==> config.mk <==
export PLATFORM = sky130hd
export DESIGN_NAME = ysyx_22041412_multicycle_ctrl
export DESIGN_NICKNAME = d
export VERILOG_FILES = /design/src/rtl/ysyx_22041412_ctrl_pkg.sv /design/src/rtl/ysyx_22041412_wait_timer.sv /design/src/rtl/ysyx_22041412_multicycle_ctrl.sv
export SDC_FILE = /design/constraint.sdc
export NUM_CORES = 1
export LEC_CHECK = 0
export CORE_UTILIZATION = 50
export CTS_BUF_LIST = sky130_fd_sc_hd__clkbuf_8
export CTS_CLUSTER_DIAMETER = 120
export DETAILED_ROUTE_END_ITERATION = 6
export GPL_TIMING_DRIVEN = 0
export PLACE_DENSITY = 0.88
export SETUP_SLACK_MARGIN = 0.5
export SYNTH_ARGS = -nofsm -noshare
export SYNTH_HDL_FRONTEND = slang
export SYNTH_SLANG_ARGS = --single-unit
export TNS_END_PERCENT = 100
==> constraint.sdc <==
create_clock -name clk -period 5.1 [get_ports clk]
set_input_delay 1.02 -clock clk [delete_from_list [all_inputs] [get_ports clk]]
set_output_delay 1.02 -clock clk [all_outputs]
set_load 0.01 [all_outputs]
==> src/rtl/ysyx_22041412_ctrl_pkg.sv <==
// Shared constants for the ysyx_22041412 multicycle control path: FSM state codes,
// the default reset PC and opcode constants also used by the decoder.
package ysyx_22041412_ctrl_pkg;

   localparam logic [2:0] ST_FETCH  = 3'd0;
   localparam logic [2:0] ST_DECODE = 3'd1;
   localparam logic [2:0] ST_EXEC   = 3'd2;
   localparam logic [2:0] ST_MEM    = 3'd3;
   localparam logic [2:0] ST_WB     = 3'd4;
   localparam logic [2:0] ST_COMMIT = 3'd5;
   localparam logic [2:0] ST_HALT   = 3'd6;

   localparam logic [63:0] DEFAULT_RESET_PC = 64'h0000_0000_8000_0000;

   localparam logic [6:0]  OPC_LOAD   = 7'b0000011;
   localparam logic [6:0]  OPC_STORE  = 7'b0100011;
   localparam logic [6:0]  OPC_OP_IMM = 7'b0010011;
   localparam logic [6:0]  OPC_JAL    = 7'b1101111;
   localparam logic [6:0]  OPC_SYSTEM = 7'b1110011;
   localparam logic [31:0] INST_EBREAK = 32'h0010_0073;

   // States in which the sequencer is blocked on an external memory response.
   function automatic logic is_wait_state(input logic [2:0] st);
      return (st == ST_FETCH) || (st == ST_MEM);
   endfunction

endpackage

==> src/rtl/ysyx_22041412_wait_timer.sv <==
// 8-bit wait counter for memory handshakes. Counts while run_i is high, clears on
// clear_i, and flags expire_o in the cycle that would complete limit_i waits.
module ysyx_22041412_wait_timer (
   input  logic       clk,
   input  logic       rst_n,
   input  logic       clear_i,
   input  logic       run_i,
   input  logic [7:0] limit_i,
   output logic       expire_o
);

   logic [7:0] cnt_q, cnt_d;

   always_comb begin
      cnt_d = cnt_q;
      if (clear_i) begin
         cnt_d = '0;
      end else if (run_i) begin
         cnt_d = cnt_q + 8'd1;
      end
   end

   always_ff @(posedge clk) begin
      if (!rst_n) begin
         cnt_q <= '0;
      end else begin
         cnt_q <= cnt_d;
      end
   end

   // cnt_q holds the waits already elapsed, so this cycle is wait number cnt_q+1.
   assign expire_o = run_i && (cnt_q == (limit_i - 8'd1));

endmodule

==> src/rtl/ysyx_22041412_multicycle_ctrl.sv <==
// Multicycle sequencer and PC owner: FETCH->DECODE->EXEC->(MEM)->WB->COMMIT, HALT on
// ebreak or memory timeout. Define YSYX_22041412_DIFFTEST_EN to add commit trace ports.
module ysyx_22041412_multicycle_ctrl
   import ysyx_22041412_ctrl_pkg::*;
#(
   parameter int unsigned          XLEN     = 64,
   parameter logic [XLEN-1:0]      RESET_PC = XLEN'(DEFAULT_RESET_PC),
   parameter int unsigned          ILEN     = 32,
   parameter int unsigned          MEM_TMO  = 255
) (
   input  logic            clk,
   input  logic            rst_n,
   output logic            imem_req,
   output logic [XLEN-1:0] imem_addr,
   input  logic            imem_rvalid,
   input  logic [ILEN-1:0] imem_rdata,
   output logic [ILEN-1:0] inst,
   input  logic            mem_op,
   output logic            dmem_req,
   input  logic            dmem_ack,
   input  logic            jump_en,
   input  logic [XLEN-1:0] jump_target,
   input  logic            rd_wen_dec,
   output logic            reg_wen,
   input  logic            is_ebreak,
   output logic [XLEN-1:0] pc,
   output logic [XLEN-1:0] npc,
   output logic            commit,
   output logic            halted,
   output logic            trap,
   output logic [2:0]      dbg_state
`ifdef YSYX_22041412_DIFFTEST_EN
   ,
   output logic [XLEN-1:0] commit_pc,
   output logic [ILEN-1:0] commit_inst,
   output logic [XLEN-1:0] commit_npc
`endif
);

   localparam logic [7:0] TMO_LIMIT = 8'(MEM_TMO);

   // Handshake rule: a request is held high for the whole state and the first cycle
   // with the matching valid/ack (sampled at the clock edge) completes the transfer.
   logic [2:0]      state_q, state_d;
   logic [XLEN-1:0] pc_q, npc_q, npc_w;
   logic [ILEN-1:0] inst_q;
   logic            trap_q, trap_d;
   logic            mem_resp, tmr_run, tmr_clear, tmr_expire;

   assign npc_w    = jump_en ? jump_target : pc_q + XLEN'(4);
   assign mem_resp = (state_q == ST_FETCH) ? imem_rvalid : dmem_ack;
   assign tmr_run  = is_wait_state(state_q) && !mem_resp;

   always_comb begin
      state_d = state_q;
      trap_d  = trap_q;
      case (state_q)
         ST_FETCH, ST_MEM: begin
            if (mem_resp) begin
               state_d = (state_q == ST_FETCH) ? ST_DECODE : ST_WB;
            end else if (tmr_expire) begin
               state_d = ST_HALT;
               trap_d  = 1'b1;
            end
         end
         ST_DECODE: state_d = ST_EXEC;
         ST_EXEC:   state_d = mem_op ? ST_MEM : ST_WB;
         ST_WB:     state_d = ST_COMMIT;
         ST_COMMIT: state_d = is_ebreak ? ST_HALT : ST_FETCH;
         ST_HALT:   state_d = ST_HALT;
         default:   state_d = ST_FETCH;
      endcase
   end

   assign tmr_clear = (state_d != state_q);

   ysyx_22041412_wait_timer u_wait_timer (
      .clk      (clk),
      .rst_n    (rst_n),
      .clear_i  (tmr_clear),
      .run_i    (tmr_run),
      .limit_i  (TMO_LIMIT),
      .expire_o (tmr_expire)
   );

   always_ff @(posedge clk) begin
      if (!rst_n) begin
         state_q <= ST_FETCH;
         pc_q    <= RESET_PC;
         npc_q   <= RESET_PC;
         inst_q  <= '0;
         trap_q  <= 1'b0;
      end else begin
         state_q <= state_d;
         trap_q  <= trap_d;
         if (state_q == ST_FETCH && imem_rvalid) begin
            inst_q <= imem_rdata;
         end
         if (state_q == ST_EXEC) begin
            npc_q <= npc_w;
         end
         if (state_q == ST_COMMIT) begin
            pc_q <= npc_q;
         end
      end
   end

`ifdef YSYX_22041412_DIFFTEST_EN
   logic [XLEN-1:0] commit_pc_q, commit_npc_q;
   logic [ILEN-1:0] commit_inst_q;

   // Loaded on the way into COMMIT so the trace is valid in the same cycle as commit.
   always_ff @(posedge clk) begin
      if (!rst_n) begin
         commit_pc_q   <= '0;
         commit_inst_q <= '0;
         commit_npc_q  <= '0;
      end else if (state_q == ST_WB) begin
         commit_pc_q   <= pc_q;
         commit_inst_q <= inst_q;
         commit_npc_q  <= npc_q;
      end
   end

   assign commit_pc   = commit_pc_q;
   assign commit_inst = commit_inst_q;
   assign commit_npc  = commit_npc_q;
`endif

   assign imem_req  = (state_q == ST_FETCH);
   assign imem_addr = pc_q;
   assign inst      = inst_q;
   assign dmem_req  = (state_q == ST_MEM);
   assign reg_wen   = (state_q == ST_WB) && rd_wen_dec;
   assign pc        = pc_q;
   assign npc       = npc_w;
   assign commit    = (state_q == ST_COMMIT);
   assign halted    = (state_q == ST_HALT);
   assign trap      = trap_q;
   assign dbg_state = state_q;

endmodule

==> key figures, run 1 <==
Outcome
  – Outcome: complete, no violations

Clock tree
  – Clock transition at the registers of the reported paths: 0.09 ns
  – Num CTS Buffers: 17
  – Clock latency of the later-clocked register in the worst-skew pair: 0.48 ns
  – Maximum level of the CTS H-tree: 4
  – Number of clock sinks: 172
  – Clock tree from TritonCTS: yes
  – Worst-case clock buffer depth: 2
  – Number of hold-repair buffers added at the cts stage: 0
  – Cell at the root of the clock tree: clkbuf_8

Power and ir drop
  – Peak ir drop on the vdd network: 0.2445 mV
  – P_leak: 4.925 nW
  – PwrDens: 223.7 nW/um2

Detailed routing
  – First-pass DRT Iterations: 5
  – Vias: 10871
  – Final antenna-violating net count: 0
  – Wirelength per Cell: 19.18 um
  – Number of design rule violations left after detail routing: 0
  – Post-detailed-routing wire length: 35430 um
  – Average vias per placed instance: 5.886
  – Iteration-0 DRC count of the detailed router: 983

Die
  – Core region area: 18020 um2
  – Area of the die: 19030 um2
  – Starting Density: 0.5126
  – IO Pins: 337
  – Height of the die: 137.9 um
  – X dimension of the die: 137.9 um
  – Site row count: 49

STA
  – Upper clock frequency limit: 219.8 MHz
  – Max_slew headroom: 0.4584
  – Final setup violation count: 0
  – Unrepaired setup endpoints after global routing: yes
  – Post-route clock period utilization: 0.8922
  – Minimum clock period: 4.550 ns
  – Maximum clock skew at final layout: 0.02030 ns
  – Minimum hold slack: 0.4490 ns
  – Max Slew Vio Count: 0
  – Count of final hold-check violations: 0
  – Pin slew with the least headroom to its limit: 0.8086 ns

Min path
  – Hold worst-path end: imem_addr[2]
  – Type of the worst min-delay path: reg2reg
  – Instance count along the most critical hold path: 2
  – Hold Startpoint: npc_q[2]

Final layout
  – Most used cells in the layout excluding fill and tap cells: clkdlybuf4s50_1, nand2_1, dfxtp_1, a21oi_1, buf_4
  – Final #Nets: 1713
  – Utilization of the core after routing: 0.7448
  – ANT cells: 0
  – Share of post-route cells with drive strength above 1: 0.1075
  – Leading cell type in the layout, fill and taps excluded: clkdlybuf4s50_1
  – Signed area change from the synthesized netlist to the final layout: 45.28%
  – Total of fill cells in the finished design: 1424

Setup path
  – Startpoint of the lowest-slack register-to-register path: dbg_state[2]
  – Register-to-Register Path Depth: 6
  – Critical Path Sink Type: output port
  – Startpoint type of the worst setup path: input port
  – Crit path arrival time: 3.53 ns
  – Peak fanout along the critical path: 10
  – End of the worst register-to-register path: npc_q[9]
  – Crit Path Category: in2out
  – Worst R2R Setup Slack: 2.42 ns
  – Critical Path RT: 4.08 ns

Synthesis
  – Mean instance size in the synthesized netlist: 7.452 um2
  – Synthesis-stage register bit count: 172
  – Area share of the leading cell type in the synthesized netlist: 0.3726
  – Cell count after synthesis: 1240
  – Number of enable-type register cells in the synthesized netlist: 0
  – Top_reg_cell synth: dfxtp_1
  – Part of the Yosys area used for sequential elements: 0.3726
  – Mapped Area: 9240 um2
  – Cell taking the most area after synthesis: dfxtp_1
  – Top cells by area in the synthesized netlist: dfxtp_1, nand2_1, a21oi_1
  – Ys Warns: 0
  – Post-synth ARST share: 0
  – Yosys cell types: 60
  – Post-synthesis net count: 1347

Job
  – Max-cap violations: 0

Global routing
  – Overflow after GRT: 0
  – Global-route wire length before repair: 53040 um
  – Pin count of the biggest net entering global routing: 17
  – Gr usage total: 0.3670
  – Via count of the first global-routing pass: 10093
  – Number of antenna violations at the first check in global routing: 0

Placed design
  – Weighted congestion at the end of routability-driven global placement: 0.9426
  – Port buffer count: 336
  – DP HPWL: 26720 um
## power breakdown
group          internal, W  switching (W)
Clock             0.000475       0.000506
Sequential         0.00140      0.0000344
Combinational     0.000268       0.000323
## state kept, by name, summed over array words and instances (netlist names)
signal,count
dbg_state,3
trap,1
u_wait_timer.cnt_q,8
npc_q,64
inst,32
imem_addr,64
## cells by family after synthesis
logic type                 Yosys count  synth area share
AOI/OAI and AO/OA                  276            0.1785
and+or+nand+nor                    539            0.2728
DFF                                172            0.3726
buffers and inverters              181            0.1006
adders and majority gates            3          0.004063
muxes                               20           0.02410
xor gates and xnor gates            49           0.04726
## repair_timing
item | CTS | global route
cloned | 0 | 0
setup endpoints to repair | 54 | 22
pin swaps | 3 | 5
gates resized for setup | 14 | 14
setup buffers | 4 | 7
## metrics by stage
step           setup WS (ns)  instance area [um2]  std cells  power, W  TNS, ns
5_1_grt               0.4689                13420       1847  0.003099        0
3_3_place_gp        -0.06341                12890       1805  0.002027  -0.5557
3_5_place_dp        -0.08379                12890       1805  0.002036   -1.104
4_1_cts               0.5345                13350       1840  0.002990        0
2_1_floorplan          1.786                 9240       1240  0.001726        0
6_report              0.5500                13420       1847  0.003003        0
## how the worst max path moves through the flow
stage	end	start	cells past startpoint
finish	npc[63]	jump_en	7
global route	npc[38]	imem_addr[3]	11
CTS	npc[43]	imem_addr[17]	8
detailed placement	npc[27]	jump_en	7
global placement	npc[24]	jump_en	7
floorplan	npc[24]	jump_en	5
## cell usage after synthesis, types with 4 or more instances
cell / n
a31o_2: 15
nor2_1: 45
and4_1: 7
and3_1: 12
o31a_1: 7
nor3_1: 30
o21a_1: 9
nand2b_1: 10
o21ai_0: 47
clkbuf_1: 68
a211o_1: 20
nand4_1: 32
and2_1: 6
xnor2_1: 26
a31oi_1: 4
xor2_1: 22
buf_1: 13
dfxtp_1: 172
nand3_1: 65
o211a_1: 5
a21oi_1: 149
mux2_2: 18
inv_1: 32
buf_4: 64
nor4_1: 15
nand2_1: 291
nor2b_1: 5
## critical path: stages
cell	delay (ns)
clkdlybuf4s50_1	0.50
clkbuf_2	0.29
clkbuf_2	0.36
clkbuf_2	0.40
nor3_1	0.14
nor2_1	0.22
clkdlybuf4s50_1	0.59
## layout make-up
type	instances	area [um2]	share of cell area
buffer	148	823.3	0.06133
tap	229	286.5	0.02134
sequential	172	3447	0.2568
clock inverter	14	157.7	0.01174
clock buffer	17	234.0	0.01743
multi-input combinational	887	4906	0.3655
inverter	33	123.9	0.009227
timing repair buffer	347	3446	0.2567
## layer usage
layer,vias up,part of all wire,GRT usage
li1,4946,-,-
met1,5012,0.35,0.4218
met2,769,0.48,0.6183
met3,144,0.12,0.09064
met4,0,0.050,0.2114
met5,-,0,0
(Power assumes the default switching activity.)
==> inputs of run 2 (changes only) <==
- CORE_UTILIZATION: 50 -> 39
- PLACE_DENSITY: 0.88 -> 0.71
- SETUP_SLACK_MARGIN: 0.5 -> 0.02
==> run 2 against run 1 <==
  * Cell count increased by 4.0%
  * Clock skew decreased by 0.0015 ns
  * Register-to-register slack got worse by 0.23 ns
  * Clock power increased by 1%
  * Clock-buffer cell count unchanged
  * Critical path type unchanged
  * Largest power group unchanged
==> key figures, run 2 (synthesis gave the netlist of run 1 again) <==
Outcome
  – Outcome: complete, no violations

Final layout
  – Share of post-route cells with drive strength above 1: 0.09577
  – Signed area change from the synthesized netlist to the final layout: 45.23%
  – Final #Nets: 1702
  – Sequential cell area: 3443 um2
  – Footprint of the multi-input gates: 4880 um2
  – ANT cells: 0
  – Leading cell type in the layout, fill and taps excluded: clkdlybuf4s50_1
  – Most used cells in the layout excluding fill and tap cells: clkdlybuf4s50_1, nand2_1, dfxtp_1, a21oi_1, nand3_1
  – Total of fill cells in the finished design: 2180

Detailed routing
  – Number of design rule violations left after detail routing: 0
  – Vias: 10298
  – Post-detailed-routing wire length: 35550 um
  – First-pass DRT Iterations: 7
  – Average vias per placed instance: 5.361
  – Iteration-0 DRC count of the detailed router: 642
  – Wirelength per Cell: 18.50 um
  – Final antenna-violating net count: 0

Placed design
  – Port buffer count: 336
  – DP HPWL: 27250 um
  – Weighted congestion at the end of routability-driven global placement: 0.9259

Clock tree
  – Clock latency of the later-clocked register in the worst-skew pair: 0.48 ns
  – Clock transition at the registers of the reported paths: 0.10 ns
  – Buffers inserted by post-CTS timing repair: 0
  – Number of hold-repair buffers added at the cts stage: 0
  – Number of clock sinks: 172
  – Clock tree from TritonCTS: yes
  – Num CTS Buffers: 17
  – Cell at the root of the clock tree: clkbuf_8
  – Worst-case clock buffer depth: 2
  – Resized Gates After CTS: 4
  – Maximum level of the CTS H-tree: 4

Power and ir drop
  – Sum of internal, switching and leakage power: 0.003014 W
  – Peak ir drop on the vdd network: 0.1803 mV
  – P_leak: 4.838 nW
  – PwrDens: 224.6 nW/um2

Die
  – Height of the die: 155.9 um
  – Core region area: 22920 um2
  – IO Pins: 337
  – X dimension of the die: 155.9 um
  – Area of the die: 24310 um2
  – Starting Density: 0.4032
  – Site row count: 55

Setup path
  – Peak fanout along the critical path: 10
  – Critical Path Sink Type: output port
  – Crit Path Category: in2out
  – Critical Path RT: 4.08 ns
  – Crit path arrival time: 3.94 ns
  – Startpoint type of the worst setup path: input port

Job
  – Max-cap violations: 0

Global routing
  – Overflow after GRT: 0
  – Via count of the first global-routing pass: 9621
  – Number of antenna violations at the first check in global routing: 0
  – Global-route wire length before repair: 54230 um
  – Gr usage total: 0.2908
  – Pin count of the biggest net entering global routing: 19

STA
  – Maximum clock skew at final layout: 0.01876 ns
  – Max_slew headroom: 0.4566
  – Pin slew with the least headroom to its limit: 0.8112 ns
  – Final setup violation count: 0
  – Max Slew Vio Count: 0
  – Upper clock frequency limit: 201.7 MHz
  – Unrepaired setup endpoints after global routing: yes
  – Minimum hold slack: 0.4524 ns
  – Count of final hold-check violations: 0
  – Minimum clock period: 4.959 ns
  – Post-route clock period utilization: 0.9724

Min path
  – Type of the worst min-delay path: reg2reg
==> run 2: worst paths after layout <==
| check | start | end | slack, ns | cells past startpoint |
|---|---|---|---|---|
| worst max register to register | imem_addr[2] | npc_q[46] | 2.19 | 8 |
| worst min-delay path | npc_q[57] | imem_addr[57] | 0.45 | 2 |
| worst max-delay path | jump_en | npc[43] | 0.14 | 7 |
| worst min register to register | npc_q[57] | imem_addr[57] | 0.45 | 2 |
==> run 2: metal layers <==
metal,vias up,global-route usage,share of wire
met2,542,0.4794,0.47
met5,-,0,0
met1,4760,0.3587,0.40
li1,4910,-,-
met3,86,0.07500,0.10
met4,0,0.1204,0.035
==> run 2: power by group <==
group          total [W]  leakage (nW)  switching (W)  internal [W]
logic           0.000589          3.24       0.000322      0.000267
registers        0.00143          1.39      0.0000332       0.00140
clock network   0.000995         0.208       0.000580      0.000415
total            0.00301          4.84       0.000936       0.00208
==> run 2: layout make-up <==
cell class | instances | area share
clock inverter | 15 | 0.01259
timing repair buffer | 336 | 0.2506
buffer | 148 | 0.06070
clock buffer | 17 | 0.01744
tap | 313 | 0.02918
inverter | 33 | 0.009231
sequential | 172 | 0.2566
multi-input combinational | 887 | 0.3636
==> run 2: per-stage QoR <==
| step | setup slack, ns | cell area [um2] | util | setup TNS, ns | std cells |
|---|---|---|---|---|---|
| after global routing | -0.01016 | 13420 | 0.5856 | -0.01016 | 1921 |
| final | 0.1409 | 13420 | 0.5856 | 0 | 1921 |
| after floorplan | 1.786 | 9240 | - | 0 | 1240 |
| after CTS | 0.03189 | 13400 | 0.5849 | 0 | 1921 |
| after global placement | -0.2309 | 13000 | 0.5671 | -2.223 | 1889 |
| after detailed placement | -0.2576 | 13000 | 0.5671 | -2.710 | 1889 |
==> run 2: critical path, stage by stage <==
cell and delay, ns:
clkdlybuf4s50_1 0.49, clkbuf_1 0.48, clkbuf_2 0.41, buf_1 0.56
nor3_1 0.18, a21oi_1 0.21, clkdlybuf4s50_1 0.58
==> inputs of run 3 (changes only) <==
- CTS_BUF_LIST: sky130_fd_sc_hd__clkbuf_8 -> sky130_fd_sc_hd__clkbuf_4
==> run 3 against run 2 <==
  * Worst hold slack worse by 0.0057 ns
  * Critical endpoint unchanged
  * Power is 5.3% lower
  * Design area is 0.62% lower
  * Wire length is 0.15% higher
  * Cell count is 0.10% higher
  * Flip-flop and latch count stayed put
==> key figures, run 3 (synthesis gave the netlist of run 1 again) <==
STA
  – Setup TNS after final layout: 0 ns
  – Final setup violation count: 0
  – Max_slew headroom: 0.4604
  – Maximum clock skew at final layout: 0.03043 ns
  – Post-route clock period utilization: 0.9662
  – Upper clock frequency limit: 202.9 MHz
  – Max Slew Vio Count: 0
  – Minimum clock period: 4.928 ns
  – Count of final hold-check violations: 0
  – Unrepaired setup endpoints after global routing: yes
  – Pin slew with the least headroom to its limit: 0.8056 ns

Final layout
  – Final #Nets: 1703
  – Sequential cell area: 3445 um2
  – Utilization of the core after routing: 0.5819
  – Signed area change from the synthesized netlist to the final layout: 44.32%
  – Final Instance Area: 13340 um2
  – Most used cells in the layout excluding fill and tap cells: clkdlybuf4s50_1, nand2_1, dfxtp_1, a21oi_1
  – Share of post-route cells with drive strength above 1: 0.09758
  – Leading cell type in the layout, fill and taps excluded: clkdlybuf4s50_1
  – Total of fill cells in the finished design: 2191
  – Footprint of the multi-input gates: 4891 um2

Die
  – Starting Density: 0.4032
  – X dimension of the die: 155.9 um
  – Site row count: 55
  – Core region area: 22920 um2
  – IO Pins: 337
  – Height of the die: 155.9 um
  – Area of the die: 24310 um2

Power and ir drop
  – Sum of internal, switching and leakage power: 0.002854 W
  – PwrDens: 214.0 nW/um2
  – P_leak: 4.816 nW
  – Peak ir drop on the vdd network: 0.1528 mV

Clock tree
  – Clock transition at the registers of the reported paths: 0.18 ns
  – Number of clock sinks: 172
  – Number of hold-repair buffers added at the cts stage: 0
  – Clock tree from TritonCTS: yes
  – Clock latency of the later-clocked register in the worst-skew pair: 0.61 ns
  – Maximum level of the CTS H-tree: 4
  – Worst-case clock buffer depth: 2
  – Cell at the root of the clock tree: clkbuf_4
  – Num CTS Buffers: 17

Global routing
  – Via count of the first global-routing pass: 9555
  – Overflow after GRT: 0
  – Pin count of the biggest net entering global routing: 19
  – Number of antenna violations at the first check in global routing: 1
  – Gr usage total: 0.2904
  – Global-route wire length before repair: 54130 um

Min path
  – Instance count along the most critical hold path: 2
  – Type of the worst min-delay path: reg2reg
  – Hold Startpoint: npc_q[23]
  – Hold worst-path end: imem_addr[23]

Detailed routing
  – Wirelength per Cell: 18.51 um
  – Post-detailed-routing wire length: 35600 um
  – Number of design rule violations left after detail routing: 0
  – Final antenna-violating net count: 0
  – Iteration-0 DRC count of the detailed router: 729
  – First-pass DRT Iterations: 7
  – Vias: 10285
  – Average vias per placed instance: 5.348

Placed design
  – Cell area after placement: 13000 um2
  – Port buffer count: 336
  – DP HPWL: 27250 um
  – Weighted congestion at the end of routability-driven global placement: 0.9259

Setup path
  – Top cell family by delay on the critical path: buffers and inverters
  – Buffer and inverter count on the worst path: 5
  – Most used cell along the critical path: clkdlybuf4s50_1
  – Critical Path, Cell by Cell: clkdlybuf4s50_1, clkbuf_1, clkbuf_2, buf_1, nor3_1, a21oi_1, clkdlybuf4s50_1
  – Stage delay of the slowest cell on the critical path: 0.58 ns
  – Critical Path Sink Type: output port
  – Startpoint of the lowest-slack register-to-register path: imem_addr[6]
  – Peak fanout along the critical path: 10
  – Worst R2R Setup Slack: 2.23 ns
  – Startpoint type of the worst setup path: input port
  – End of the worst register-to-register path: npc_q[23]
  – Crit path arrival time: 3.91 ns
  – Register-to-Register Path Depth: 6
  – Critical Path RT: 4.08 ns
  – Worst path slowest cell: clkdlybuf4s50_1
  – Crit Path Category: in2out

Job
  – Max-cap violations: 0

Outcome
  – Outcome: complete, no violations
## run 3: cell types whose count changed in the layout (fill, tap and decap cells not counted), sizes merged
cell	previous run	this run
diode	0	1
buf	79	80
## run 3: power by group
part           internal, W  switching (W)  leakage, nW  total [W]
Combinational     0.000267       0.000322         3.26   0.000589
Clock             0.000271       0.000562        0.164   0.000833
Sequential         0.00140      0.0000333         1.39    0.00143
Total              0.00194       0.000917         4.82    0.00285
## run 3: routing by layer
metal,GRT usage,vias up,share of wire
li1,-,4908,-
met1,0.3607,4789,0.39
met2,0.4811,508,0.47
met3,0.07111,80,0.10
met4,0.1153,0,0.032
met5,0,-,0
## run 3: area by class of cell
type,count,share of cell area
sequential,172,0.2583
tap,313,0.02937
multi-input combinational,887,0.3668
buffer,148,0.06108
timing repair buffer,337,0.2528
clock buffer,17,0.009570
clock inverter,15,0.01267
inverter,33,0.009289
antenna,1,0.0001877
## run 3: tightest hold or removal path, stage by stage, from the launching register on
cell	delay (ns)
dfxtp_1	0.34
nand2_1	0.05
a21oi_1	0.05
## run 3: through the flow
step | setup slack [ns] | cells | hold WS [ns]
3_5_place_dp | -0.2576 | 1889 | 0.4403
2_1_floorplan | 1.786 | 1240 | 0.4273
5_1_grt | -0.03683 | 1923 | 0.4604
4_1_cts | 0.02916 | 1921 | 0.4395
3_3_place_gp | -0.2309 | 1889 | 0.4347
6_report | 0.1724 | 1923 | 0.4467
## run 3: worst max path at each step
| stage | end | slack, ns | cells after the start | startpoint |
|---|---|---|---|---|
| CTS | npc[40] | 0.03 | 7 | jump_en |
| finish | npc[43] | 0.17 | 7 | jump_en |
| detailed placement | npc[38] | -0.26 | 7 | jump_en |
| global placement | npc[38] | -0.23 | 7 | jump_en |
| floorplan | npc[24] | 1.79 | 5 | jump_en |
| global route | npc[44] | -0.04 | 7 | imem_addr[6] |
## run 3: repair_timing
item                       CTS  global route
resized for setup            4            10
setup endpoints to repair   27            19
pin swaps                    0             1
setup buffers                0             1
